<file path="config.mk">
export PLATFORM = sky130hd
export DESIGN_NAME = mem_arbiter
export DESIGN_NICKNAME = d
export VERILOG_FILES = /design/src/rtl/mem_arbiter.sv
export SDC_FILE = /design/constraint.sdc
export NUM_CORES = 1
export LEC_CHECK = 0
export ABC_AREA = 0
export CAP_MARGIN = 25
export CORE_MARGIN = 2
export CORE_UTILIZATION = 65
export CTS_BUF_LIST = sky130_fd_sc_hd__clkbuf_16
export DETAILED_ROUTE_END_ITERATION = 16
export DONT_BUFFER_PORTS = 1
export PLACE_DENSITY = 0.93
export SLEW_MARGIN = 20
export SYNTH_ARGS = -nofsm -noshare
export SYNTH_HDL_FRONTEND = slang
export SYNTH_SLANG_ARGS = --single-unit
export TNS_END_PERCENT = 50
</file>
<file path="constraint.sdc">
create_clock -name clk -period 2.35 [get_ports clk]
set_input_delay 0.3525 -clock clk [delete_from_list [all_inputs] [get_ports clk]]
set_output_delay 0.3525 -clock clk [all_outputs]
set_load 0.02 [all_outputs]
</file>
<file path="src/rtl/mem_arbiter.sv">
// mem_arbiter: three-requester (fetch / data / dma) front end for a single
// cache port. Sequencing is IDLE -> ACCESS -> RESP -> IDLE, with one grant
// per pass.
//
// Build option: define MEM_ARB_ROUND_ROBIN_EN for round-robin arbitration in
// the order fetch -> data -> dma. Without it, arbitration is fixed priority
// data > fetch > dma and no pointer state exists.
//
// Every output is driven directly from a register. The next-state logic
// computes the value each output must show in the following cycle.
module mem_arbiter #(
  parameter int ADDR_W  = 16,
  parameter int DATA_W  = 8,
  parameter int TIMEOUT = 15
) (
  input  logic              clk,
  input  logic              rst,
  // fetch requester (read only)
  input  logic              fetch_req,
  input  logic [ADDR_W-1:0] fetch_addr,
  // load/store requester
  input  logic              data_req,
  input  logic [ADDR_W-1:0] data_addr,
  input  logic              data_wr,
  input  logic [DATA_W-1:0] data_wdata,
  // DMA requester
  input  logic              dma_req,
  input  logic [ADDR_W-1:0] dma_addr,
  input  logic              dma_wr,
  input  logic [DATA_W-1:0] dma_wdata,
  // cache side
  input  logic              cache_hit,
  input  logic [DATA_W-1:0] cache_rdata,
  output logic              cache_req,
  output logic [ADDR_W-1:0] cache_addr,
  output logic              cache_w_rd,
  output logic [DATA_W-1:0] cache_wdata,
  // responses
  output logic              fetch_ack,
  output logic              data_ack,
  output logic              dma_ack,
  output logic              err,
  output logic [DATA_W-1:0] rdata,
  output logic              busy
);

  typedef enum logic [1:0] {
    ST_IDLE   = 2'd0,
    ST_ACCESS = 2'd1,
    ST_RESP   = 2'd2
  } state_e;

  localparam logic [1:0] ID_FETCH = 2'd0;
  localparam logic [1:0] ID_DATA  = 2'd1;
  localparam logic [1:0] ID_DMA   = 2'd2;

  // TIMEOUT is at most 255, so 8 bits suffice. The counter stops at
  // CNT_LAST, the index of the last cycle allowed before an error.
  localparam int              CNT_W    = 8;
  localparam logic [CNT_W-1:0] CNT_LAST = CNT_W'(TIMEOUT - 1);

  state_e            state_q, state_d;
  logic [1:0]        gnt_q, gnt_d;
  logic [ADDR_W-1:0] addr_q, addr_d;
  logic              wr_q, wr_d;
  logic [DATA_W-1:0] wdata_q, wdata_d;
  logic [DATA_W-1:0] rdata_q, rdata_d;
  logic [CNT_W-1:0]  cnt_q, cnt_d;
  logic              cache_req_q, cache_req_d;
  logic              busy_q, busy_d;
  logic              err_q, err_d;
  logic [2:0]        ack_q, ack_d;     // {dma, data, fetch}

  logic [2:0]        req_s;            // {dma, data, fetch}
  logic              any_req_s;
  logic [1:0]        win_s;
  logic [ADDR_W-1:0] sel_addr_s;
  logic              sel_wr_s;
  logic [DATA_W-1:0] sel_wdata_s;

  assign req_s     = {dma_req, data_req, fetch_req};
  assign any_req_s = |req_s;

  // Convert a requester id into its one-hot ack vector {dma, data, fetch}.
  function automatic logic [2:0] ack_onehot(input logic [1:0] id);
    logic [2:0] v;
    case (id)
      ID_FETCH: v = 3'b001;
      ID_DATA:  v = 3'b010;
      ID_DMA:   v = 3'b100;
      default:  v = 3'b000;
    endcase
    return v;
  endfunction

`ifdef MEM_ARB_ROUND_ROBIN_EN
  // ptr_q holds the requester that has top priority on the next grant. It
  // resets to fetch and afterwards points one past the last winner.
  logic [1:0] ptr_q, ptr_d;

  // Circular search that begins at ptr.
  function automatic logic [1:0] pick_rr(input logic [2:0] req, input logic [1:0] ptr);
    logic [1:0] id;
    case (ptr)
      ID_DATA: begin
        if (req[1])      id = ID_DATA;
        else if (req[2]) id = ID_DMA;
        else if (req[0]) id = ID_FETCH;
        else             id = ID_FETCH;
      end
      ID_DMA: begin
        if (req[2])      id = ID_DMA;
        else if (req[0]) id = ID_FETCH;
        else if (req[1]) id = ID_DATA;
        else             id = ID_FETCH;
      end
      default: begin
        if (req[0])      id = ID_FETCH;
        else if (req[1]) id = ID_DATA;
        else if (req[2]) id = ID_DMA;
        else             id = ID_FETCH;
      end
    endcase
    return id;
  endfunction

  // Return the id that follows the given one in the rotation.
  function automatic logic [1:0] next_id(input logic [1:0] id);
    logic [1:0] n;
    case (id)
      ID_FETCH: n = ID_DATA;
      ID_DATA:  n = ID_DMA;
      ID_DMA:   n = ID_FETCH;
      default:  n = ID_FETCH;
    endcase
    return n;
  endfunction

  assign win_s = pick_rr(req_s, ptr_q);

  // Move the pointer only when a grant is actually issued.
  always_comb begin
    ptr_d = ptr_q;
    if (state_q == ST_IDLE && any_req_s) begin
      ptr_d = next_id(win_s);
    end else begin
      ptr_d = ptr_q;
    end
  end

  // Round-robin pointer register.
  always_ff @(posedge clk) begin
    if (!rst) begin
      ptr_q <= ID_FETCH;
    end else begin
      ptr_q <= ptr_d;
    end
  end
`else
  // Fixed priority: data > fetch > dma.
  function automatic logic [1:0] pick_fixed(input logic [2:0] req);
    logic [1:0] id;
    if (req[1])      id = ID_DATA;
    else if (req[0]) id = ID_FETCH;
    else if (req[2]) id = ID_DMA;
    else             id = ID_FETCH;
    return id;
  endfunction

  assign win_s = pick_fixed(req_s);
`endif

  // Select the operands of the candidate winner. A fetch is always a read
  // with zero write data.
  always_comb begin
    sel_addr_s  = fetch_addr;
    sel_wr_s    = 1'b0;
    sel_wdata_s = {DATA_W{1'b0}};
    case (win_s)
      ID_DATA: begin
        sel_addr_s  = data_addr;
        sel_wr_s    = data_wr;
        sel_wdata_s = data_wdata;
      end
      ID_DMA: begin
        sel_addr_s  = dma_addr;
        sel_wr_s    = dma_wr;
        sel_wdata_s = dma_wdata;
      end
      default: begin
        sel_addr_s  = fetch_addr;
        sel_wr_s    = 1'b0;
        sel_wdata_s = {DATA_W{1'b0}};
      end
    endcase
  end

  // Next state, plus the registered value every output takes next cycle.
  always_comb begin
    state_d     = state_q;
    gnt_d       = gnt_q;
    addr_d      = addr_q;
    wr_d        = wr_q;
    wdata_d     = wdata_q;
    rdata_d     = rdata_q;
    cnt_d       = cnt_q;
    cache_req_d = 1'b0;
    busy_d      = 1'b0;
    err_d       = 1'b0;
    ack_d       = 3'b000;
    case (state_q)
      ST_IDLE: begin
        if (any_req_s) begin
          // Latch the grant. Operand changes after this point are ignored.
          state_d     = ST_ACCESS;
          gnt_d       = win_s;
          addr_d      = sel_addr_s;
          wr_d        = sel_wr_s;
          wdata_d     = sel_wdata_s;
          cnt_d       = {CNT_W{1'b0}};
          cache_req_d = 1'b1;
          busy_d      = 1'b1;
        end else begin
          state_d = ST_IDLE;
        end
      end
      ST_ACCESS: begin
        busy_d = 1'b1;
        if (cache_hit) begin
          state_d = ST_RESP;
          ack_d   = ack_onehot(gnt_q);
          err_d   = 1'b0;
          if (!wr_q) begin
            rdata_d = cache_rdata;
          end else begin
            rdata_d = rdata_q;
          end
        end else if (cnt_q == CNT_LAST) begin
          // This is the last allowed ACCESS cycle and no hit arrived.
          state_d = ST_RESP;
          ack_d   = ack_onehot(gnt_q);
          err_d   = 1'b1;
        end else begin
          state_d     = ST_ACCESS;
          cnt_d       = cnt_q + 8'd1;
          cache_req_d = 1'b1;
        end
      end
      ST_RESP: begin
        // Spend one cycle here so no two grants are ever back to back.
        state_d = ST_IDLE;
      end
      default: begin
        state_d = ST_IDLE;
      end
    endcase
  end

  // State and output registers, with synchronous active-low reset.
  always_ff @(posedge clk) begin
    if (!rst) begin
      state_q     <= ST_IDLE;
      gnt_q       <= ID_FETCH;
      addr_q      <= {ADDR_W{1'b0}};
      wr_q        <= 1'b0;
      wdata_q     <= {DATA_W{1'b0}};
      rdata_q     <= {DATA_W{1'b0}};
      cnt_q       <= {CNT_W{1'b0}};
      cache_req_q <= 1'b0;
      busy_q      <= 1'b0;
      err_q       <= 1'b0;
      ack_q       <= 3'b000;
    end else begin
      state_q     <= state_d;
      gnt_q       <= gnt_d;
      addr_q      <= addr_d;
      wr_q        <= wr_d;
      wdata_q     <= wdata_d;
      rdata_q     <= rdata_d;
      cnt_q       <= cnt_d;
      cache_req_q <= cache_req_d;
      busy_q      <= busy_d;
      err_q       <= err_d;
      ack_q       <= ack_d;
    end
  end

  assign cache_req   = cache_req_q;
  assign cache_addr  = addr_q;
  assign cache_w_rd  = wr_q;
  assign cache_wdata = wdata_q;
  assign fetch_ack   = ack_q[0];
  assign data_ack    = ack_q[1];
  assign dma_ack     = ack_q[2];
  assign err         = err_q;
  assign rdata       = rdata_q;
  assign busy        = busy_q;

endmodule
</file>
# ---- Word level (Yosys, flattened, before mapping)
# Index checks and enable logic that the tools add are counted.
dict set report word_totals {
  romBits 0
  out_inout_bits 39
  mem_count 0
  in_bits 80
  latch_bits 0
  mem_bits_rw 0
  reg_bits 51
}
dict set report op_classes {
  n_mul 0
  n_shift 0
  bitwise 3
  mux 23
  n_reduce_logical 9
  n_eq_ne 9
  div_mod_pow 0
  n_addsub 1
  magnitude_cmp 0
}
# cell n
set ops {}
lappend ops {{$pmux 16 s2} 1}
lappend ops {{$pmux 8 s2} 2}
lappend ops {{$mux 8} 3}
lappend ops {{$mux 2} 5}
lappend ops {{$pmux 3 s3} 1}
lappend ops {{$add 8x1->8 const B} 1}
lappend ops {{$eq 8x4->1 const B} 1}
lappend ops {{$eq 2x1->1 const B} 3}
lappend ops {{$mux 3} 2}
lappend ops {{$ne 2x2->1 const B} 3}
lappend ops {{$pmux 1 s2} 3}
lappend ops {{$reduce_or 3->1} 2}
lappend ops {{$mux 1} 5}
lappend ops {{$eq 2x2->1 const B} 2}
lappend ops {{$logic_not 2->1} 2}
lappend ops {{$pmux 2 s2} 1}
lappend ops {{$reduce_and 2->1} 2}
lappend ops {{$reduce_and 4->1} 1}
lappend ops {{$not 1->1} 3}
lappend ops {{$reduce_and 3->1} 1}
lappend ops {{$reduce_bool 2->1} 1}

# ---- Logic depth before layout (Yosys ltp)
dict set report depth {
  word_depth 5
  depth_mapped 7
}

# ---- Worst setup path before layout
# OpenSTA, ideal clock, no wires.
dict set report synth_path {
  path_kind {register -> register}
  start {register state_q[0]}
  end {register rdata_q[0], in the netlist rdata[0]}
  path_buffers 2
  path_stages_with_launch 7
  path_slack_ns 0.833
  t_arrival_ns 1.389
  setup_ns 0.128
  cell_sequence {dfxtp_1 buf_4 nand2b_4 nor3b_1 buf_4 mux2i_1 nor2_1}
}
dict set report synth_between {
  elab_chain_cells 2
}
# item line
set synth_lines {}
lappend synth_lines {{start: declaration} 62} ;# state_e state_q, state_d;
lappend synth_lines {{start signal: assignment} 274} ;# state_q <= state_d;
lappend synth_lines {{$eq 2x1->1} 211} ;# case (state_q)
lappend synth_lines {{$reduce_and 3->1 (no source line)} -}
lappend synth_lines {{end signal: assignment} 267} ;# rdata_q <= {DATA_W{1'b0}};
lappend synth_lines {{end signal: assignment} 279} ;# rdata_q <= rdata_d;
lappend synth_lines {{end: declaration} 67} ;# logic [DATA_W-1:0] rdata_q, rdata_d;
# Every way passes these cells.
# A chain may end at the register's enable or synchronous reset.

# ---- Worst setup path after layout
dict set report layout_path {
  start {register cnt_q[0]}
  end {register cnt_q[2]}
}
dict set report layout_between {
  elab_chain_cells 4
  word_cells_on_any_way 7
}
# item line
set layout_lines {}
lappend layout_lines {{start: declaration} 68} ;# logic [CNT_W-1:0] cnt_q, cnt_d;
lappend layout_lines {{start signal: assignment} 268} ;# cnt_q <= {CNT_W{1'b0}};
lappend layout_lines {{start signal: assignment} 280} ;# cnt_q <= cnt_d;
lappend layout_lines {{$add 8x1->8} 245} ;# cnt_d = cnt_q + 8'd1;
lappend layout_lines {{$mux 8} 238} ;# end else if (cnt_q == CNT_LAST) begin
lappend layout_lines {{$mux 8} 229} ;# if (cache_hit) begin
lappend layout_lines {{$pmux 8 s2} 211}
# Parallel ways exist; a longest one is shown, timed or not. The select of a mux whose other input is x is not followed.

==> run metrics <==
status finished, final reports clean; io pins 119; CP Data Arrival Time 1.94 ns; R2R Path Start cnt_q[0]; share of cells above drive strength 1 16.14%; total power draw 2.058 mW; Area growth syn-to-layout 6.193%; slew margin rel. 54.88%; Worst R2R Path Depth 6; drt total wl 5685 µm; Pleak 0.9994 nW; TritonCTS clock tree built; Buf+Inv Stages, Crit Path 1; largest cells by area after synthesis dfxtp_1 40%, mux2i_1 8.1%, a22oi_1 4.2%; r2r endpoint cnt_q[2]; Final setup viols 0; CTS buffer count 5; Die ar. 4334 µm²; Post-Syn Instances 257; grt ovf 0; CTS sink count 50; die height 65.83 µm; Top delay family on crit path compound AO/OA/AOI/OAI gates; vias per cell 6.821; fin util 72.08%; vias post-DR 2060; H-tree levels 2; CP Max Fanout 6; Cell Area, Synth 2485 µm²; CP max-delay cell dfxtp_1; Hold Crit Depth 1; fillers 262; fin cells 302; Antenna Cells 0; PD cells 780.0 nW/µm²; Initial Util 67.87%; clock latency on the worst-skew pair 0.29 ns; Crit Path Class register to register; crit share post-route 75.40%; Synth Warn # 0; hold_sp cache_hit; synth cell count leaders 50 x dfxtp_1, 20 x mux2i_1, 20 x nor2_1, 16 x o21ai_0, 15 x nand3_1; CTS Buffer Depth 2; syn_area_per_cell 9.669 µm²; number of global-route vias before repair 1865; slowest cell delay on critical path 0.45 ns; Cell Chain, Critical Path inv_1 -> ha_1 -> nor4b_4 -> a211oi_1 -> a2bb2oi_1 -> o22ai_1; Hold Path Sink err; Yosys reg bits 50; final clock skew 0.006542 ns; Total GRT Usage 27.40%; Die Wd 65.83 µm; hold_buf cts 0; CP required 2.52 ns; sequential-to-total area share from yosys stat 40.28%; Mapped Nets 339; Wirelength per Cell 18.82 µm; Worst setup SP type register; Final Hold Violating Endpoints 0; global-route wire length before repair 9066 µm; commonest register cell after synthesis dfxtp_1; Port Buffer Count 0; initial antenna violation count 0; Fmax 564.3 MHz; Max VDD drop 408.9 µV; TritonRoute pass-1 iters 5; asr flop ratio synth 0%; Post-Place Setup Slack 0.6099 ns; Placer Congestion 0.8684; setup TNS 0 ns; Total Nets Final 335; Worst-Margin Slew 0.6768 ns; most numerous cell in the Yosys netlist dfxtp_1; Reg2Reg Setup Slack 0.58 ns; Worst path depth 6; Hold/Removal Path Class primary input to register; postcts setup bufs 0; Synth area leader dfxtp_1; Yosys top cell area share 40.28%; DRT antenna net count 0; fin crit period 1.772 ns; floorplan row count 22; post_cts resized 0; Reg clk slew, reported paths 0.07 ns; DP Wirelength 4113 µm; Core Area 3661 µm²; Critical Path End Type register; drt initial violations 152; largest net degree at the start of global routing 29; post-synth cell types 48; RSZ-0062 raised after global routing false; Post-synth EDFFs 0; Placed Instances 294; Max Cap Violations 0; max-slew violation count 0; Residual DRC 0; setup ws final 0.5780 ns; CTS Root Cell clkbuf_16
[state kept, by name, summed over array words and instances (netlist names), 2 cells and up]
register	cells
ack_q	3
cache_addr	16
cache_wdata	8
cnt_q	8
gnt_q	2
rdata	8
state_q	2
[metrics by stage]
stage	hold slack, ns	area [µm²]
2_1_floorplan	0.4281	2485
3_3_place_gp	0.4504	2471
3_5_place_dp	0.4513	2471
4_1_cts	0.1528	2639
5_1_grt	0.1558	2639
6_report	0.1579	2639
[worst register-to-register path, cell delays in order, from the launching register on]
cell       delay [ns]
dfxtp_1          0.45
inv_1            0.09
ha_1             0.23
nor4b_4          0.16
a211oi_1         0.39
a2bb2oi_1        0.22
o22ai_1          0.10
[where the power goes]
| part | internal (mW) | switching [mW] |
|---|---|---|
| sequential | 0.900 | 0.100 |
| clock | 0.502 | 0.309 |
| combinational | 0.116 | 0.131 |
[cell families (layout without fill, tap and decap cells)]
| logic type | after synthesis | in the layout | share of synthesized area, % |
|---|---|---|---|
| AOI/OAI and AO/OA | 69 | 69 | 19.49 |
| adders and majority gates | 2 | 2 | 1.007 |
| buffers and inverters | 22 | 19 | 5.388 |
| DFF | 50 | 50 | 40.28 |
| muxes | 32 | 32 | 14.25 |
| and+or+nand+nor | 82 | 82 | 19.59 |
[cells in the final DEF, fill, tap and decap left out, drive strengths merged, types with 2 or more instances in the layout]
cell type	count
clkbuf	5
nor4	2
nand2b	3
a21oi	8
nand3	16
a21o	2
a22oi	14
and3b	2
nand3b	2
dfxtp	50
o21ai	17
nor3	6
mux2	12
ha	2
inv	7
a31oi	6
buf	5
and2	6
a31o	4
mux2i	20
nand4	2
a211oi	2
nor3b	6
nand2	13
a22o	9
nor2	21
[worst max path at each step]
stage / start / end / slack [ns]
4_1_cts: cnt_q[0] / cnt_q[4] / 0.59
3_5_place_dp: fetch_req / cache_addr[0] / 0.61
2_1_floorplan: state_q[0] / rdata[0] / 0.83
6_report: cnt_q[0] / cnt_q[2] / 0.58
5_1_grt: cnt_q[0] / cnt_q[4] / 0.50
3_3_place_gp: fetch_req / cache_addr[0] / 0.66
[final cells by class]
class / count / area (µm²) / area share, %
Clock buffer: 5 / 125.1 / 4.742
Clock inverter: 3 / 42.54 / 1.612
Inverter: 6 / 22.52 / 0.8535
Sequential cell: 50 / 1001 / 37.93
Tap cell: 48 / 60.06 / 2.276
Timing Repair Buffer: 5 / 37.54 / 1.422
Multi-Input combinational cell: 185 / 1350 / 51.16
[layer usage]
metal  up-vias  wire length, µm  global-route usage (%)
met3        20              421                   6.474
met4         0              144                   10.16
met5         -                0                       0
li1        942                -                       -
met2       122             2880                   45.08
met1       976             2238                   34.85
Power figures use the tool's default switching activity.
